--- src/rtl/cpu_pkg.sv ---
// Shared encodings for the 8-bit accumulator computer: opcodes, sequencer
// states and ALU operation codes.
package cpu_pkg;

  localparam logic [2:0] OP_NOP = 3'd0;
  localparam logic [2:0] OP_LDA = 3'd1;
  localparam logic [2:0] OP_ADD = 3'd2;
  localparam logic [2:0] OP_SUB = 3'd3;
  localparam logic [2:0] OP_STA = 3'd4;
  localparam logic [2:0] OP_JMP = 3'd5;
  localparam logic [2:0] OP_JZ  = 3'd6;
  localparam logic [2:0] OP_HLT = 3'd7;

  typedef enum logic [2:0] {
    ST_IDLE   = 3'd0,
    ST_F_ADDR = 3'd1,
    ST_F_MEM  = 3'd2,
    ST_DECODE = 3'd3,
    ST_X_ADDR = 3'd4,
    ST_X_MEM  = 3'd5,
    ST_HALTED = 3'd6,
    ST_FAULT  = 3'd7
  } state_t;

  localparam logic [1:0] ALU_PASS = 2'b00;
  localparam logic [1:0] ALU_ADD  = 2'b01;
  localparam logic [1:0] ALU_SUB  = 2'b10;

  // Alu selection for the accumulator-loading opcodes; STA never loads ACC.
  function automatic logic [1:0] alu_for(logic [2:0] op);
    case (op)
      OP_ADD:  return ALU_ADD;
      OP_SUB:  return ALU_SUB;
      default: return ALU_PASS;
    endcase
  endfunction

endpackage

--- src/rtl/mem_wait_timer.sv ---
// Watchdog for memory handshakes: counts cycles spent waiting for mem_rdy and
// flags the last allowed cycle. TIMEOUT=0 disables it entirely.
module mem_wait_timer #(
  parameter int TIMEOUT = 16
) (
  input  logic clk,
  input  logic rst,
  input  logic clear,
  input  logic count_en,
  output logic expired
);

  localparam int CW = (TIMEOUT > 0) ? $clog2(TIMEOUT + 1) : 1;
  localparam logic [CW-1:0] LAST = CW'((TIMEOUT > 0) ? TIMEOUT - 1 : 0);

  logic [CW-1:0] count;

  // Saturates at LAST; the sequencer leaves the wait state before it matters.
  always_ff @(posedge clk or posedge rst) begin
    if (rst) begin
      count <= '0;
    end else if (clear) begin
      count <= '0;
    end else if (count_en && count != LAST) begin
      count <= count + CW'(1);
    end
  end

  assign expired = (TIMEOUT > 0) && (count == LAST);

endmodule

--- src/rtl/control_sequencer.sv ---
// Fetch/decode/execute sequencer for the 8-bit accumulator computer. Outputs
// are decoded from the state, IR, zero flag and mem_rdy.
module control_sequencer
  import cpu_pkg::*;
#(
  parameter int ADDR_W  = 5,
  parameter int DATA_W  = 8,
  parameter int TIMEOUT = 16
) (
  input  logic              clk,
  input  logic              rst,
  input  logic              run,
  input  logic [DATA_W-1:0] instr,
  input  logic              zero,
  input  logic              mem_rdy,
  output logic              pc_inc,
  output logic              jmp,
  output logic [ADDR_W-1:0] jmp_add,
  output logic              mar_load,
  output logic              mar_src,
  output logic              mem_rd,
  output logic              mem_wr,
  output logic              ir_load,
  output logic              acc_load,
  output logic [1:0]        alu_op,
  output logic              halted,
  output logic              fault,
  output logic [2:0]        state_o
);

  state_t            state;
  logic [2:0]        opcode;
  logic [ADDR_W-1:0] operand;
  logic              in_mem;
  logic              wd_expired;

  assign opcode  = instr[DATA_W-1 -: 3];
  assign operand = instr[ADDR_W-1:0];
  assign in_mem  = (state == ST_F_MEM) || (state == ST_X_MEM);

  mem_wait_timer #(
    .TIMEOUT (TIMEOUT)
  ) u_timer (
    .clk      (clk),
    .rst      (rst),
    .clear    (!in_mem),
    .count_en (in_mem && !mem_rdy),
    .expired  (wd_expired)
  );

  always_ff @(posedge clk or posedge rst) begin
    if (rst) begin
      state <= ST_IDLE;
    end else begin
      case (state)
        ST_IDLE:   if (run) state <= ST_F_ADDR;
        ST_F_ADDR: state <= ST_F_MEM;
        ST_F_MEM: begin
          // A ready on the final allowed cycle still completes the access.
          if (mem_rdy)         state <= ST_DECODE;
          else if (wd_expired) state <= ST_FAULT;
        end
        ST_DECODE: begin
          case (opcode)
            OP_NOP, OP_JMP, OP_JZ: state <= ST_F_ADDR;
            OP_HLT:                state <= ST_HALTED;
            default:               state <= ST_X_ADDR;
          endcase
        end
        ST_X_ADDR: state <= ST_X_MEM;
        ST_X_MEM: begin
          if (mem_rdy)         state <= ST_F_ADDR;
          else if (wd_expired) state <= ST_FAULT;
        end
        ST_HALTED: state <= ST_HALTED;
        ST_FAULT:  state <= ST_FAULT;
        default:   state <= ST_IDLE;
      endcase
    end
  end

  always_comb begin
    pc_inc   = 1'b0;
    jmp      = 1'b0;
    jmp_add  = '0;
    mar_load = 1'b0;
    mar_src  = 1'b0;
    mem_rd   = 1'b0;
    mem_wr   = 1'b0;
    ir_load  = 1'b0;
    acc_load = 1'b0;
    alu_op   = ALU_PASS;
    halted   = 1'b0;
    fault    = 1'b0;
    case (state)
      ST_F_ADDR: mar_load = 1'b1;
      ST_F_MEM: begin
        mem_rd  = 1'b1;
        ir_load = mem_rdy;
        pc_inc  = mem_rdy;
      end
      ST_DECODE: begin
        if (opcode == OP_JMP)     jmp = 1'b1;
        else if (opcode == OP_JZ) jmp = zero;
        if (jmp) jmp_add = operand;
      end
      ST_X_ADDR: begin
        mar_load = 1'b1;
        mar_src  = 1'b1;
      end
      ST_X_MEM: begin
        if (opcode == OP_STA) begin
          mem_wr = 1'b1;
        end else begin
          mem_rd   = 1'b1;
          acc_load = mem_rdy;
          if (mem_rdy) alu_op = alu_for(opcode);
        end
      end
      ST_HALTED: halted = 1'b1;
      ST_FAULT:  fault  = 1'b1;
      default: ;
    endcase
  end

  assign state_o = state;

endmodule
--- config.mk ---
export PLATFORM = sky130hd
export DESIGN_NAME = control_sequencer
export DESIGN_NICKNAME = d
export VERILOG_FILES = /design/src/rtl/cpu_pkg.sv /design/src/rtl/mem_wait_timer.sv /design/src/rtl/control_sequencer.sv
export SDC_FILE = /design/constraint.sdc
export NUM_CORES = 1
export LEC_CHECK = 0
export CAP_MARGIN = 5
export CELL_PAD_IN_SITES_DETAIL_PLACEMENT = 0
export CELL_PAD_IN_SITES_GLOBAL_PLACEMENT = 1
export CORE_UTILIZATION = 41
export DETAILED_ROUTE_END_ITERATION = 8
export DONT_BUFFER_PORTS = 1
export PLACE_DENSITY = 0.73
export SKIP_LAST_GASP = 1
export SLEW_MARGIN = 20
export SYNTH_ARGS = -nofsm -noshare
export SYNTH_HDL_FRONTEND = slang
export SYNTH_SLANG_ARGS = --single-unit
--- constraint.sdc ---
create_clock -name clk -period 2.05 [get_ports clk]
set_clock_uncertainty 0.15 [all_clocks]
set_input_delay 0.3075 -clock clk [delete_from_list [all_inputs] [get_ports clk]]
set_output_delay 0.3075 -clock clk [all_outputs]
set_load 0.01 [all_outputs]
[Word level (Yosys, flattened, before mapping)]
Cells that the tools add are included.
Word-level totals
  flip-flop bits (word level): 8
  logic and storage cells: 57
  output and inout bits: 20
Cells by class
  reduce and logical (&&, ||, !) cells: 8
  eq/ne operators: 17
  mux-type cells: 29
  $add $sub $neg: 1
Operator list (number)
  == test 3 bit (second input constant): 8
  case mux 3 bit (8 select lines): 1
  two-way mux 5 bit: 4
  two-way mux 1 bit: 14
  == test 3 x 2 -> 1 bit (second input constant): 4
  two-way mux 3 bit: 4
  logical NOT 3 bit: 2
  two-way mux 2 bit: 3
  case mux 3 bit (2 select lines): 1
  adder 5 x 1 -> 5 bit (second input constant): 1
  == test 5 x 4 -> 1 bit (second input constant): 1
  != test 5 x 4 -> 1 bit (second input constant): 1
  case mux 2 bit (2 select lines): 1
  == test 3 x 1 -> 1 bit (second input constant): 1
  OR reduction 3 bit: 1
  logical AND 1 bit: 2
  != test 2 x 1 -> 1 bit (second input constant): 1
  != test 2 bit (second input constant): 1
  case mux 1 bit (2 select lines): 1
  OR reduction 2 bit: 1
  logical NOT 1 bit: 1
  logical OR 1 bit: 1

[Logic depth before layout (Yosys ltp)]
Gate-level depths: netlist (run 1).
  depth after elaboration: 6
  depth in mapped cells: 6
  gate-level depth less buffers: 6

[Modules after synthesis]
Synthesis (run 1) repeated with hierarchy kept, for this count alone.
Second synthesis, totals
  cell total of the unflattened synthesis: 85
  area, all modules: 699.4 um^2
By module, submodules not included
  control_sequencer: area an instance 435.4 um^2, times used 1, cells an instance 61
  mem_wait_timer: area an instance 264.0 um^2, times used 1, cells an instance 24

[Worst setup path after synthesis (run 1)]
No wires, ideal clock.
  path type: register to register
  from: register u_timer.count[0]
  to: register u_timer.count[3]
  data required time: 1.822 ns
  arrival: 1.644 ns
  buffers on the path: 0
  stages on the path, launching flop included: 7
  setup slack: 0.178 ns
  period minus slack after synthesis: 1.872 ns
  path through: dfrtp_1 -> ha_1 -> and3_1 -> ha_1 -> or2_1 -> or3_1 -> a21oi_1
On the way
  word-level cells in the longest chain between the ends: 3
  elaborated cells on any way between the ends: 6
  classes of those cells: add/sub: 1; eq/ne: 2; mux: 2; reduce/logical: 1
RTL lines
  from (decl): RTL line mem_wait_timer.sv:16  | logic [CW-1:0] count;
  from (signal assigned): RTL line mem_wait_timer.sv:25  | count <= count + CW'(1);
  adder 5 x 1 -> 5 bit / != test 5 x 4 -> 1 bit (equally long branches): RTL line mem_wait_timer.sv:25, mem_wait_timer.sv:24
  two-way mux 5 bit / logical AND 1 bit (equally long branches): RTL line mem_wait_timer.sv:24  | end else if (count_en && count != LAST) begin
  two-way mux 5 bit / != test 2 x 1 -> 1 bit (equally long branches)
Several ways; a longest one is shown, not always the timed one. The select of a mux whose other input is x is not followed.
A chain may end at the register's enable or synchronous reset.

[Final worst setup path (run 1)]
Ends and elaborated chain as after synthesis.

==> results of run 1 <==
==> power by group through the flow <==
stage	Combinational, mW	Sequential, mW	Clock [mW]
6_report	0.444	0.238	0.128
5_1_grt	0.494	0.244	0.141
4_1_cts	0.446	0.239	0.130
3_5_place_dp	0.441	0.243	0
3_3_place_gp	0.443	0.240	0
2_1_floorplan	0.340	0.252	0
==> metal layers <==
layer | vias up | GRT usage
li1 | 282 | -
met1 | 251 | 0.214
met2 | 20 | 0.228
met3 | 0 | 0.0603
met4 | 0 | 0.0188
met5 | - | 0
==> cells in the mapped netlist, types with 2 or more instances <==
master	count
nor3b_1	5
xnor2_1	2
dfrtp_1	8
nor2_1	7
nor2b_1	2
buf_4	2
and2_1	5
ha_1	2
nand2_1	5
and3_1	3
inv_1	5
nand2b_1	5
a21oi_1	5
==> final cells by class <==
class                           instances  area share
Sequential cell                         8       0.273
Multi-Input combinational cell         61       0.578
Tap cell                               16      0.0273
Clock buffer                            3      0.0307
Timing Repair Buffer                    6      0.0648
Inverter                                5      0.0256
==> what timing repair did <==
| action | in CTS | in global routing |
|---|---|---|
| endpoints found under the hold margin | 8 | 0 |
| setup endpoints to repair | 0 | 1 |
| hold buffers | 1 | 0 |
| gates resized for setup | 0 | 3 |
==> logic make-up after synthesis <==
| group | after synthesis | synth area share |
|---|---|---|
| simple gates | 40 | 0.344 |
| mux | 1 | 0.0152 |
| buf+inv | 9 | 0.0684 |
| fa+ha+maj | 2 | 0.0380 |
| compound gates | 15 | 0.190 |
| flops | 8 | 0.304 |
| xor+xnor | 3 | 0.0399 |
==> sequential cells by signal, indices dropped and copies added, names as in the netlist <==
name,flops
u_timer.count,5
state_o,3
==> through the flow <==
stage	cell area [µm²]	TNS [ns]	power (mW)
CTS	722	0	0.816
global placement	689	0	0.683
finish	733	0	0.810
detailed placement	689	0	0.683
floorplan	658	0	0.591
global route	733	-0.00823	0.879
==> final timing paths <==
| path | cells past startpoint | to | from |
|---|---|---|---|
| setup / recovery | 6 | u_timer.count[3] | u_timer.count[0] |
| hold / removal | 2 | state_o[2] | mem_rdy |
| setup reg to reg | 6 | u_timer.count[3] | u_timer.count[0] |
| hold reg to reg | 2 | u_timer.count[1] | u_timer.count[1] |
| max in group asynchronous | 2 | state_o[0] | rst |
| min in group asynchronous | 2 | u_timer.count[4] | rst |
==> worst max-delay path: stages (launching register included) <==
cell and delay [ns]:
dfrtp_1 0.40, ha_1 0.21, and3_1 0.18, ha_2 0.19
or2_1 0.26, or3_4 0.38, a21oi_2 0.13
==> impl_metrics.json, run 1 <==
{
  "place_inst": 95,
  "hold_ws_ns": 0.107,
  "ctsLongestPathBuffers": 2,
  "grt_max_degree": 18,
  "top_layer_used": "met3",
  "multiInputGateArea_um2": 424,
  "core_mm2": 0.00151,
  "routedWlPerCell_um": 13.2,
  "drv_cap": 0,
  "maxSlewViolCount": 0,
  "postCtsSetupRepairBufs": 0,
  "wl_met1_um": 656,
  "firstDrtPassIters": 4,
  "status": "finished, final reports clean",
  "gp_congestion": 0.743,
  "syn2layout_area_growth_pct": 11.4,
  "diodes": 0,
  "clock_latency_ns": 0.26,
  "p_seq_frac": 0.294,
  "switching_share": 0.446,
  "initial_utilization": 0.437,
  "cp.required_ns": 2.09,
  "ant_nets": 0,
  "cts_tree": "done",
  "ys.flop_type": "dfrtp_1",
  "layout.cells.non_filler": 99,
  "cts_made_buffers": 3,
  "synth.area.top_cells": "dfrtp_1 30%, nor3b_1 5.7%, and2_1 4.8%",
  "intPower_mw": 0.449,
  "power_frac_comb": 0.548,
  "vias_per_cell": 5.59,
  "crit_fanout": 4,
  "ys_ff_latch": 8,
  "leakagePower_nw": 0.317,
  "grt_pass1_wl_um": 2080,
  "peakVddDrop_v": 0.000574,
  "grt_overflow": 0,
  "drt_iter0_drc": 13,
  "met3_length_um": 88,
  "ys_warn_count": 0,
  "grt_pass1_vias": 481,
  "clk_pin_slew_ns": 0.06,
  "synthDistinctLibCells": 35,
  "final_common_cell": "dfrtp_1",
  "clock-sinks": 8,
  "setup_viol": 0,
  "powerDensity_mw_per_mm2": 1110,
  "dr_total_vias": 553,
  "die_area_mm2": 0.00177,
  "root_buffer": "clkbuf_4",
  "synth_top_area_cell": "dfrtp_1",
  "die_w_um": 42.1,
  "syn_area_per_cell_um2": 8.44,
  "place_hpwl_um": 1000,
  "rows": 14,
  "preCtsSetupSlack_ns": 0.0967,
  "synth-seq-area-share": 0.304,
  "drc": 0,
  "port_buffers": 0,
  "relSlewSlack": 0.716,
  "wirelength_um": 1300,
  "fmax_mhz": 511,
  "hold_path.class": "in -> reg",
  "switching_power_mw": 0.362,
  "final_nets": 100,
  "mappedNetlistArea_um2": 658,
  "finalHoldViolCount": 0,
  "ctsHtreeMaxLevel": 1,
  "postLayoutCoreUtil": 0.487,
  "die_h_um": 42.1,
  "clockPowerShare": 0.158,
  "synth_edf_count": 0,
  "grt_use_total": 0.152,
  "worst-r2r-setup-slack_ns": 0.09,
  "fillers": 154,
  "worstPathArrival_ns": 2.00,
  "drive_gt1_frac": 0.169,
  "fin_ws_ns": 0.0929,
  "worstSetupStartpointType": "flip-flop",
  "syn_nets": 93,
  "tightest_slew_ns": 0.426,
  "synthArstFlopShare": 1.00,
  "layout_common_cells": "8 x dfrtp_1, 7 x nor2_1",
  "end_kind": "flip-flop",
  "synth_top_area_share": 0.304,
  "period_minus_slack_ns": 1.96,
  "antenna_found_initial": 0,
  "routed-wl-met2_um": 558,
  "top_level_ports": 33,
  "finalCritPeriodShare": 0.955,
  "path_class": "reg -> reg",
  "synth_cells": 78,
  "ff_latch_area_um2": 200
}
(Power assumes the default switching activity.)
==> inputs of run 2 (changes only) <==
--- a/config.mk
+++ b/config.mk
@@ -5,6 +5,7 @@
 export SDC_FILE = /design/constraint.sdc
 export NUM_CORES = 1
 export LEC_CHECK = 0
+export ABC_AREA = 0
 export CAP_MARGIN = 5
 export CELL_PAD_IN_SITES_DETAIL_PLACEMENT = 0
 export CELL_PAD_IN_SITES_GLOBAL_PLACEMENT = 1
==> results of run 2 <==
The final DEF is identical to that of run 1; final timing and power are the same.
